File: src/rtl/insn_decode_stage.sv
// Decode stage: splits an instruction into opcode/util/reg/immediate, latency 1, full throughput; stalls only via in_ready = !out_valid || out_ready.
// Define INSN_DECODE_PREFIX_EN to enable immediate-extension prefixes (PREFIX_OP loads a high nibble for the next instruction).
module insn_decode_stage #(
    parameter int          INSN_W    = 8,
    parameter int          REG_W     = 3,
    parameter int          IMM_W     = 8,
    parameter logic [3:0]  PREFIX_OP = 4'hB
) (
    input  logic              clk,
    input  logic              rst_n,
    input  logic              in_valid,
    output logic              in_ready,
    input  logic [INSN_W-1:0] insn,
    input  logic              flush,
    output logic              out_valid,
    input  logic              out_ready,
    output logic [3:0]        opcode_out,
    output logic              util_out,
    output logic [REG_W-1:0]  reg_out,
    output logic [IMM_W-1:0]  imm_out,
    output logic              imm_ext_out
);

    logic [3:0]       op_in;
    logic             is_const;
    logic             is_pfx;
    logic             accept;
    logic [IMM_W-1:0] imm_d;

    assign op_in    = insn[INSN_W-1 -: 4];
    assign is_const = op_in[3] & op_in[2] & (op_in[1] | op_in[0]);
    assign in_ready = !out_valid || out_ready;
    assign accept   = in_valid && in_ready && !flush;

`ifdef INSN_DECODE_PREFIX_EN
    typedef enum logic { NORMAL, PREFIXED } state_t;

    state_t     state;
    logic [3:0] pfx;
    logic       ext_d;
    logic       ext_q;

    assign is_pfx = (op_in == PREFIX_OP);

    always_comb begin
        imm_d = '0;
        ext_d = 1'b0;
        if (is_const) begin
            imm_d = IMM_W'(2);
        end else if (state == PREFIXED) begin
            imm_d[7:4] = pfx;
            imm_d[3:0] = insn[3:0];
            ext_d      = 1'b1;
        end else begin
            imm_d[3:0] = insn[3:0];
        end
    end

    // Any accepted non-prefix consumes the held nibble, constant opcodes included.
    always_ff @(posedge clk or negedge rst_n) begin
        if (!rst_n) begin
            state <= NORMAL;
            pfx   <= 4'h0;
            ext_q <= 1'b0;
        end else if (flush) begin
            state <= NORMAL;
            pfx   <= 4'h0;
        end else if (accept) begin
            if (is_pfx) begin
                state <= PREFIXED;
                pfx   <= insn[3:0];
            end else begin
                state <= NORMAL;
                pfx   <= 4'h0;
                ext_q <= ext_d;
            end
        end
    end

    assign imm_ext_out = ext_q;
`else
    assign is_pfx = 1'b0;

    always_comb begin
        imm_d = '0;
        if (is_const) begin
            imm_d = IMM_W'(2);
        end else begin
            imm_d[3:0] = insn[3:0];
        end
    end

    assign imm_ext_out = 1'b0;
`endif

    // Payload only changes on an accepted non-prefix, so it holds under backpressure.
    always_ff @(posedge clk or negedge rst_n) begin
        if (!rst_n) begin
            out_valid  <= 1'b0;
            opcode_out <= 4'h0;
            util_out   <= 1'b0;
            reg_out    <= '0;
            imm_out    <= '0;
        end else if (flush) begin
            out_valid <= 1'b0;
        end else if (accept && !is_pfx) begin
            out_valid  <= 1'b1;
            opcode_out <= op_in;
            util_out   <= insn[REG_W];
            reg_out    <= insn[REG_W-1:0];
            imm_out    <= imm_d;
        end else if (out_ready) begin
            out_valid <= 1'b0;
        end
    end

endmodule

File: config.mk
export PLATFORM = sky130hd
export DESIGN_NAME = insn_decode_stage
export DESIGN_NICKNAME = d
export VERILOG_FILES = /design/src/rtl/insn_decode_stage.sv
export SDC_FILE = /design/constraint.sdc
export NUM_CORES = 1
export LEC_CHECK = 0
export CAP_MARGIN = 20
export CORE_MARGIN = 1
export CORE_UTILIZATION = 35
export CTS_BUF_LIST = sky130_fd_sc_hd__clkbuf_4
export CTS_CLUSTER_DIAMETER = 50
export DETAILED_ROUTE_END_ITERATION = 10
export DONT_BUFFER_PORTS = 1
export GPL_ROUTABILITY_DRIVEN = 1
export PLACE_DENSITY = 0.58
export SLEW_MARGIN = 5
export SYNTH_ARGS = -nofsm -noshare
export SYNTH_HDL_FRONTEND = slang
export SYNTH_SLANG_ARGS = --single-unit
File: constraint.sdc
create_clock -name clk -period 1.19 [get_ports clk]
set_input_delay 0.119 -clock clk [delete_from_list [all_inputs] [get_ports clk]]
set_output_delay 0.119 -clock clk [all_outputs]
set_load 0.03 [all_outputs]
### After elaboration in Yosys (flattened, before gate mapping)

Cells that the tools add are included.

* output and inout port bits: 19
* flip-flop bits (word level): 13
* logic and storage cells: 20

* mux-type cells: 4
* reduce and logical (&&, ||, !) cells: 7
* bitwise operators: 4

Operators by type and width (count)
* $mux 4: 1
* $mux 1: 3
* $reduce_bool 3->1: 1
* $and 1x1->1: 2
* $logic_and 1x1->1: 2
* $logic_not 1->1: 2
* $reduce_and 2->1: 1
* $logic_or 1x1->1: 1
* $not 1->1: 1
* $or 1x1->1: 1

### Depth between registers and ports, before layout

Gate-level depths: netlist (run 1).

* depth in word-level cells: 6
* gate-level depth with buffers: 5
* mapped depth without buffers: 4

### Least setup slack after synthesis (run 1)

Ideal clock, no wire load.

* path type: reg-to-reg
* from: register out_valid
* to: register opcode_out[1]
* required time: 1.065 ns
* arrival time: 1.347 ns
* slack: -0.282 ns
* stages on the path, launching flop included: 6
* period minus slack after synthesis: 1.472 ns
* cells stage by stage: dfrtp_1 nor2b_4 inv_2 nand2b_4 buf_6 mux2_4

* longest elaborated chain between the ends: 5

RTL lines
* start: declaration: RTL line 15 `output logic out_valid,`
* start signal: assignment: RTL line 99 `out_valid <= 1'b0;`
* start signal: assignment: RTL line 105 `out_valid <= 1'b0;`
* start signal: assignment: RTL line 107 `out_valid <= 1'b1;`
* $logic_not 1->1: RTL line 32 `assign in_ready = !out_valid || out_ready;`
* $logic_or 1x1->1: RTL line 32
* net in_ready: RTL line 12 `output logic in_ready,`
* $logic_and 1x1->1 (2 in a row): RTL line 33 `assign accept = in_valid && in_ready && !flush;`
* $reduce_and 2->1 (no source line)
* end signal: assignment: RTL line 108 `opcode_out <= op_in;`
* end: declaration: RTL line 17 `output logic [3:0] opcode_out,`

The timed path passes the listed nets, and every way through them passes these cells.
A chain may end at the register's enable or synchronous reset.

### Worst setup path after layout (run 1)

* from: register out_valid
* to: register opcode_out[3]

* longest elaborated chain between the ends: 5

RTL lines (RTL line)
* $logic_not 1->1: 32
* $logic_or 1x1->1: 32
* $logic_and 1x1->1 (2 in a row): 33
* $reduce_and 2->1 (no source line)

Every way passes these cells.

==> results of run 1 <==
==> cell families after synthesis <==
kind of cell | count (synthesis)
flops | 13
buf+inv | 9
compound gates | 7
mux | 7
simple gates | 6
other cells | 1
==> cells in the mapped netlist <==
cell | number | share of area, %
o211a_1 | 1 | 1.7
nor3_1 | 1 | 0.84
mux2_4 | 5 | 13
buf_4 | 5 | 6.3
o21ai_0 | 2 | 1.7
a22oi_1 | 1 | 1.3
dfrtp_1 | 13 | 55
mux2_2 | 2 | 3.8
buf_6 | 1 | 1.9
inv_2 | 1 | 0.63
nor2_1 | 2 | 1.3
nand2b_4 | 2 | 4.6
inv_1 | 2 | 1.3
a22o_1 | 3 | 4.4
nor2b_4 | 1 | 2.3
conb_1 | 1 | 0.63
==> through the flow <==
| step | setup slack (ns) | hold slack [ns] | instances | TNS [ns] |
|---|---|---|---|---|
| 6_report | 0.0261 | 0.00785 | 87 | 0 |
| 4_1_cts | 0.00233 | 0.00763 | 87 | 0 |
| 3_3_place_gp | 0.0114 | -0.176 | 72 | 0 |
| 2_1_floorplan | -0.176 | -0.177 | 47 | -1.16 |
| 3_5_place_dp | -0.0271 | -0.176 | 72 | -0.0922 |
| 5_1_grt | -0.0349 | 0.0139 | 87 | -0.226 |
==> report_power, final <==
| group | switching, W | internal (W) | leakage [nW] | total, W |
|---|---|---|---|---|
| Clock | 0.000134 | 0.000152 | 0.0184 | 0.000286 |
| Combinational | 0.000234 | 0.000197 | 0.269 | 0.000431 |
| Sequential | 0.0000495 | 0.000510 | 0.155 | 0.000559 |
| Total | 0.000417 | 0.000859 | 0.442 | 0.00128 |
==> metal layers <==
layer	vias up	global-route usage, %	routed length (um)
met3	0	7.23	93
met1	201	19.4	495
li1	193	-	-
met5	-	0	0
met2	20	23.0	595
met4	0	3.64	0
==> layout make-up <==
type | instances | area (um2) | share of cell area (%)
sequential | 13 | 327 | 38.0
multi-input combinational | 26 | 251 | 29.3
timing repair buffer | 25 | 216 | 25.2
clock buffer | 4 | 30.0 | 3.50
tap | 16 | 20.0 | 2.33
inverter | 3 | 13.8 | 1.60
==> how the worst min path moves through the flow <==
stage	slack, ns	endpoint	cells after the start	from
final	0.008	imm_out[1]	2	insn[1]
after global routing	0.01	imm_out[1]	2	insn[1]
after CTS	0.008	imm_out[1]	2	insn[1]
after detailed placement	-0.18	opcode_out[1]	0	rst_n
after global placement	-0.18	opcode_out[1]	0	rst_n
after floorplan	-0.18	imm_out[0]	0	rst_n
==> repair_timing <==
| item | 4_1_cts | 5_1_grt |
|---|---|---|
| cloned | 1 | 0 |
| endpoints found under the setup margin | 11 | 12 |
| resized for setup | 1 | 4 |
| hold buffers | 10 | 0 |
| pin swaps | 0 | 1 |
| hold endpoints to repair | 24 | 0 |
==> state kept, by name, summed over array words and instances, names as in the netlist <==
register / count
util_out: 1
imm_out: 4
opcode_out: 4
out_valid: 1
reg_out: 3
==> critical path, delay by kind of cell (launching register included) <==
family                 cells  cell delay [ns]
buffers and inverters      1             0.06
flip-flops                 1             0.36
multiplexers               1             0.31
AND/OR/NAND/NOR            2             0.31
==> metrics, run 1 <==
status=finished clean; r2r startpoint=out_valid; fin util=about 56%; crit start category=flop; Synth Area in XOR/XNOR=0%; Worst-Skew Late Latency=about 0.27 ns; Cells after Synth=43; Ys Warns=0; grt total ovfl=0; # fillers=around 150; clock slew at reported path FFs=about 0.08 ns; most frequent cells in the layout=buf_4 (14), dfrtp_1 (12), dlygate4sd3_1 (10), mux2_4 (7), conb_1 (5); gpl congestion=around 0.71; postcts setup bufs=0; port bufs=0; Final setup violation count=0; full die area=1870 um2; Initial DRT Pass Iterations=2; clk_skew=0.00682 ns; first-pass GRT wire length=slightly above 2 mm; IO Count=32; post-synthesis compound-gate area fraction=9.05%; Worst Path Required=1.34 ns; Layout area overhead=44.4%; CTS sink cnt=13; Synth Area in Adders=0%; Critical-path top delay cell=dfrtp_2; worst reg-to-reg path cell count=4; initial antenna violation count=0; worst-path cell chain=nor2b_4 > inv_4 > nand2b_4 > mux2_4; Starting Density=38.6%; Leakage=~0.44 nW; Core Box Area=between 1500 and 2000 um2; R2R setup slack=about 0.026 ns; fin crit share=just under 100%; most common cell after layout, fill and taps aside=buf_4; Clock Path Buffers=2; vias in the first global route=roughly 440; Slew Viols, Final=0; combinational family with the most area after synthesis=multiplexers; Cell Pwr Density=roughly 1500 nW/um2; ANT cells=0; Critical Path Fanout Max=6; largest net degree at the start of global routing=14; WL/cell=roughly 14 um; CTS buffer count=3; clock root cell=clkbuf_4; synthesized cell area=around 590 um2; total wire length=approximately 1.2 mm; GRT Overall Usage=15.1%; Slew headroom=between 60% and 70%; RSZ-0062 raised after global routing=yes; chip width=around 43 um; Syn Area/Cell=between 10 and 15 um2; Max Clock Freq=859 MHz; class of the most critical setup path=flop to flop; H-Tree Depth=1; Critical Path Sink=opcode_out[3]; standard-cell row count=14; FF-to-FF End=opcode_out[3]; sequential area share after synthesis=a little over half; fin nets=85; Crit. Startpoint=out_valid; post-synthesis mux area share=16.4%; fin crit period=between 1 and 1.5 ns; drt via density=roughly 4.8; layout cells sized above 1=a little under half; Cell variety after synth=16; die height=approximately 43 um; routed vias=between 400 and 500; Slew @ Worst Pin=approximately 0.59 ns; Max Cap Viol=0; DP Wirelength=790 um; PnR Total Power=between 0.001 and 0.0015 W; TritonCTS clock tree=yes; DRT iter0 DRCs=6; total placed instance area=697 um2; Min-Delay Path Class=input pin to flop; Max VDD drop=between 0.9 and 1 mV; CP max stage delay=0.36 ns; Worst EP arrival=about 1.3 ns; DRC violations left=0; Simple-Gate Fraction of Synth Area=a little under a tenth; register bit total from synthesis=13; final hold violation count=0; Crit. End Element=flop; post-route ant nets=0; fin area=about 860 um2
Power figures use the tool's default switching activity.
==> run 2, diff against run 1 <==
Settings changed: CORE_ASPECT_RATIO from default to 1.25.
==> metrics, run 2 (synthesis results as in run 1) <==
WHS Endpoint=imm_out[1]; drt via density=4.67 (-1.9%); die height=48.1 um (+11%); Clock Path Buffers=2 (unchanged); total placed instance area=684 um2 (-1.8%); TritonCTS clock tree=yes; grt total ovfl=0 (unchanged); final hold violation count=0 (unchanged); Core Box Area=1580 um2 (+2.6%); CTS buffer count=3 (unchanged); routed vias=406 (-1.9%); Layout area overhead=40.0%; standard-cell row count=16 (+2); clock root cell=clkbuf_4; Max Clock Freq=873 MHz (+1.6%); Min-Delay Path Class=input pin to flop; Cell Pwr Density=1510 nW/um2 (+1.3%); total wire length=1.09 mm (-7.9%); Leakage=0.422 nW (-4.6%); FF-to-FF End=opcode_out[0]; layout cells sized above 1=44.9% (-1.6 points); clock slew at reported path FFs=0.08 ns (about the same); Critical-path top delay cell=dfrtp_2; Crit. End Element=flop; IO Count=32 (unchanged); Worst Hold Depth=2 (unchanged); class of the most critical setup path=flop to flop; most frequent cells in the layout=dfrtp_1 (12), buf_4 (12), dlygate4sd3_1 (10), mux2_4 (5), conb_1 (5); worst hold slack=0.0110 ns (+0.00319 ns); Worst-Skew Late Latency=0.27 ns (about the same); worst-path cell chain=nor2b_4 > inv_4 > nand2b_4 > mux2_2; Slew Viols, Final=0 (unchanged); crit start category=flop; r2r startpoint=out_valid; fin crit share=96.3% (-1.5 points); Critical Path Fanout Max=6 (unchanged); Top Registers=imm_out x4, opcode_out x4, reg_out x3; fin crit period=1.15 ns (-0.0182 ns); WL/cell=12.5 um (-7.9%); Slew headroom=62.1% (+1.2 points); Final setup violation count=0 (unchanged); port bufs=0 (unchanged); status=finished clean; R2R setup slack=0.04 ns (+0.02 ns); CP max stage delay=0.36 ns (about the same); Max Cap Viol=0 (unchanged); Initial DRT Pass Iterations=2 (unchanged); CTS sink cnt=13 (unchanged); GRT Overall Usage=14.9% (-0.21 points); DRT iter0 DRCs=2 (-4); Max VDD drop=0.695 mV (-24%); gpl congestion=0.614 (-13%); first-pass GRT wire length=1.77 mm (-13%); WP buf/inv=1 (unchanged); hold wc startpoint=insn[1]; fin area=832 um2 (-3.1%); Starting Density=37.6% (-0.98 points); vias in the first global route=406 (-7.9%); DP Wirelength=763 um (-3.4%); PnR Total Power=0.00125 W (-1.8%); RSZ-0062 raised after global routing=yes; CP top delay family=flip-flops; DRC violations left=0 (unchanged); fin nets=83 (-2.4%); clk_skew=0.00136 ns (-0.00547 ns); post-route ant nets=0 (unchanged); postcts setup bufs=0 (unchanged); largest net degree at the start of global routing=14 (unchanged); Worst EP arrival=1.31 ns (about the same); initial antenna violation count=0 (unchanged); H-Tree Depth=1 (unchanged); Slew @ Worst Pin=0.567 ns (-0.0181 ns); worst reg-to-reg path cell count=4 (unchanged); ANT cells=0 (unchanged); full die area=1870 um2 (about the same); chip width=38.9 um (-10%); Worst Path Required=1.35 ns (about the same)
==> run 2: cell types whose count changed in the layout (fill, tap and decap cells not counted), sizes merged <==
cell	delta
buf	-2
==> run 2: area by class of cell <==
class / count / area [um2]
clock buffer: 4 / 30.0
multi-input combinational: 26 / 238
tap: 18 / 22.5
inverter: 3 / 13.8
sequential: 13 / 327
timing repair buffer: 23 / 201
fill: 150 / 749
==> run 2: per-layer routing <==
metal	up-vias	global-route usage (%)	part of all wire, %
met5	-	0	0
met4	0	8.28	1.6
met3	3	6.51	9.3
met2	23	21.3	46
met1	190	18.8	44
li1	190	-	-
==> run 2: worst max path at each step <==
stage	start	endpoint	slack (ns)	depth (start not counted)
floorplan	out_valid	opcode_out[1]	-0.18	5
CTS	out_valid	imm_out[0]	0.008	5
global placement	out_valid	opcode_out[0]	0.03	4
finish	out_valid	opcode_out[0]	0.04	4
global route	out_valid	opcode_out[0]	-0.003	4
detailed placement	out_valid	opcode_out[0]	0.01	4
==> run 2: per-stage QoR <==
| stage | setup WS (ns) | util (%) | setup TNS [ns] | std cells |
|---|---|---|---|---|
| 4_1_cts | 0.00811 | 52.1 | 0 | 87 |
| 3_3_place_gp | 0.0276 | 43.3 | 0 | 72 |
| 5_1_grt | -0.00340 | 52.6 | -0.00671 | 87 |
| 2_1_floorplan | -0.176 | - | -1.16 | 47 |
| 6_report | 0.0443 | 52.6 | 0 | 87 |
| 3_5_place_dp | 0.0107 | 43.3 | 0 | 72 |
==> run 2: where the power goes <==
group	switching [W]	internal, W	leakage (nW)
registers	0.0000707	0.000509	0.155
clock network	0.000139	0.000153	0.0184
logic	0.000206	0.000176	0.249
total	0.000416	0.000838	0.422
==> run 2: repair_timing <==
action,4_1_cts,5_1_grt
hold endpoints to repair,24,0
pin swaps,0,1
resized for setup,0,2
setup endpoints to repair,2,5
gates cloned,1,0
hold buffers,10,0
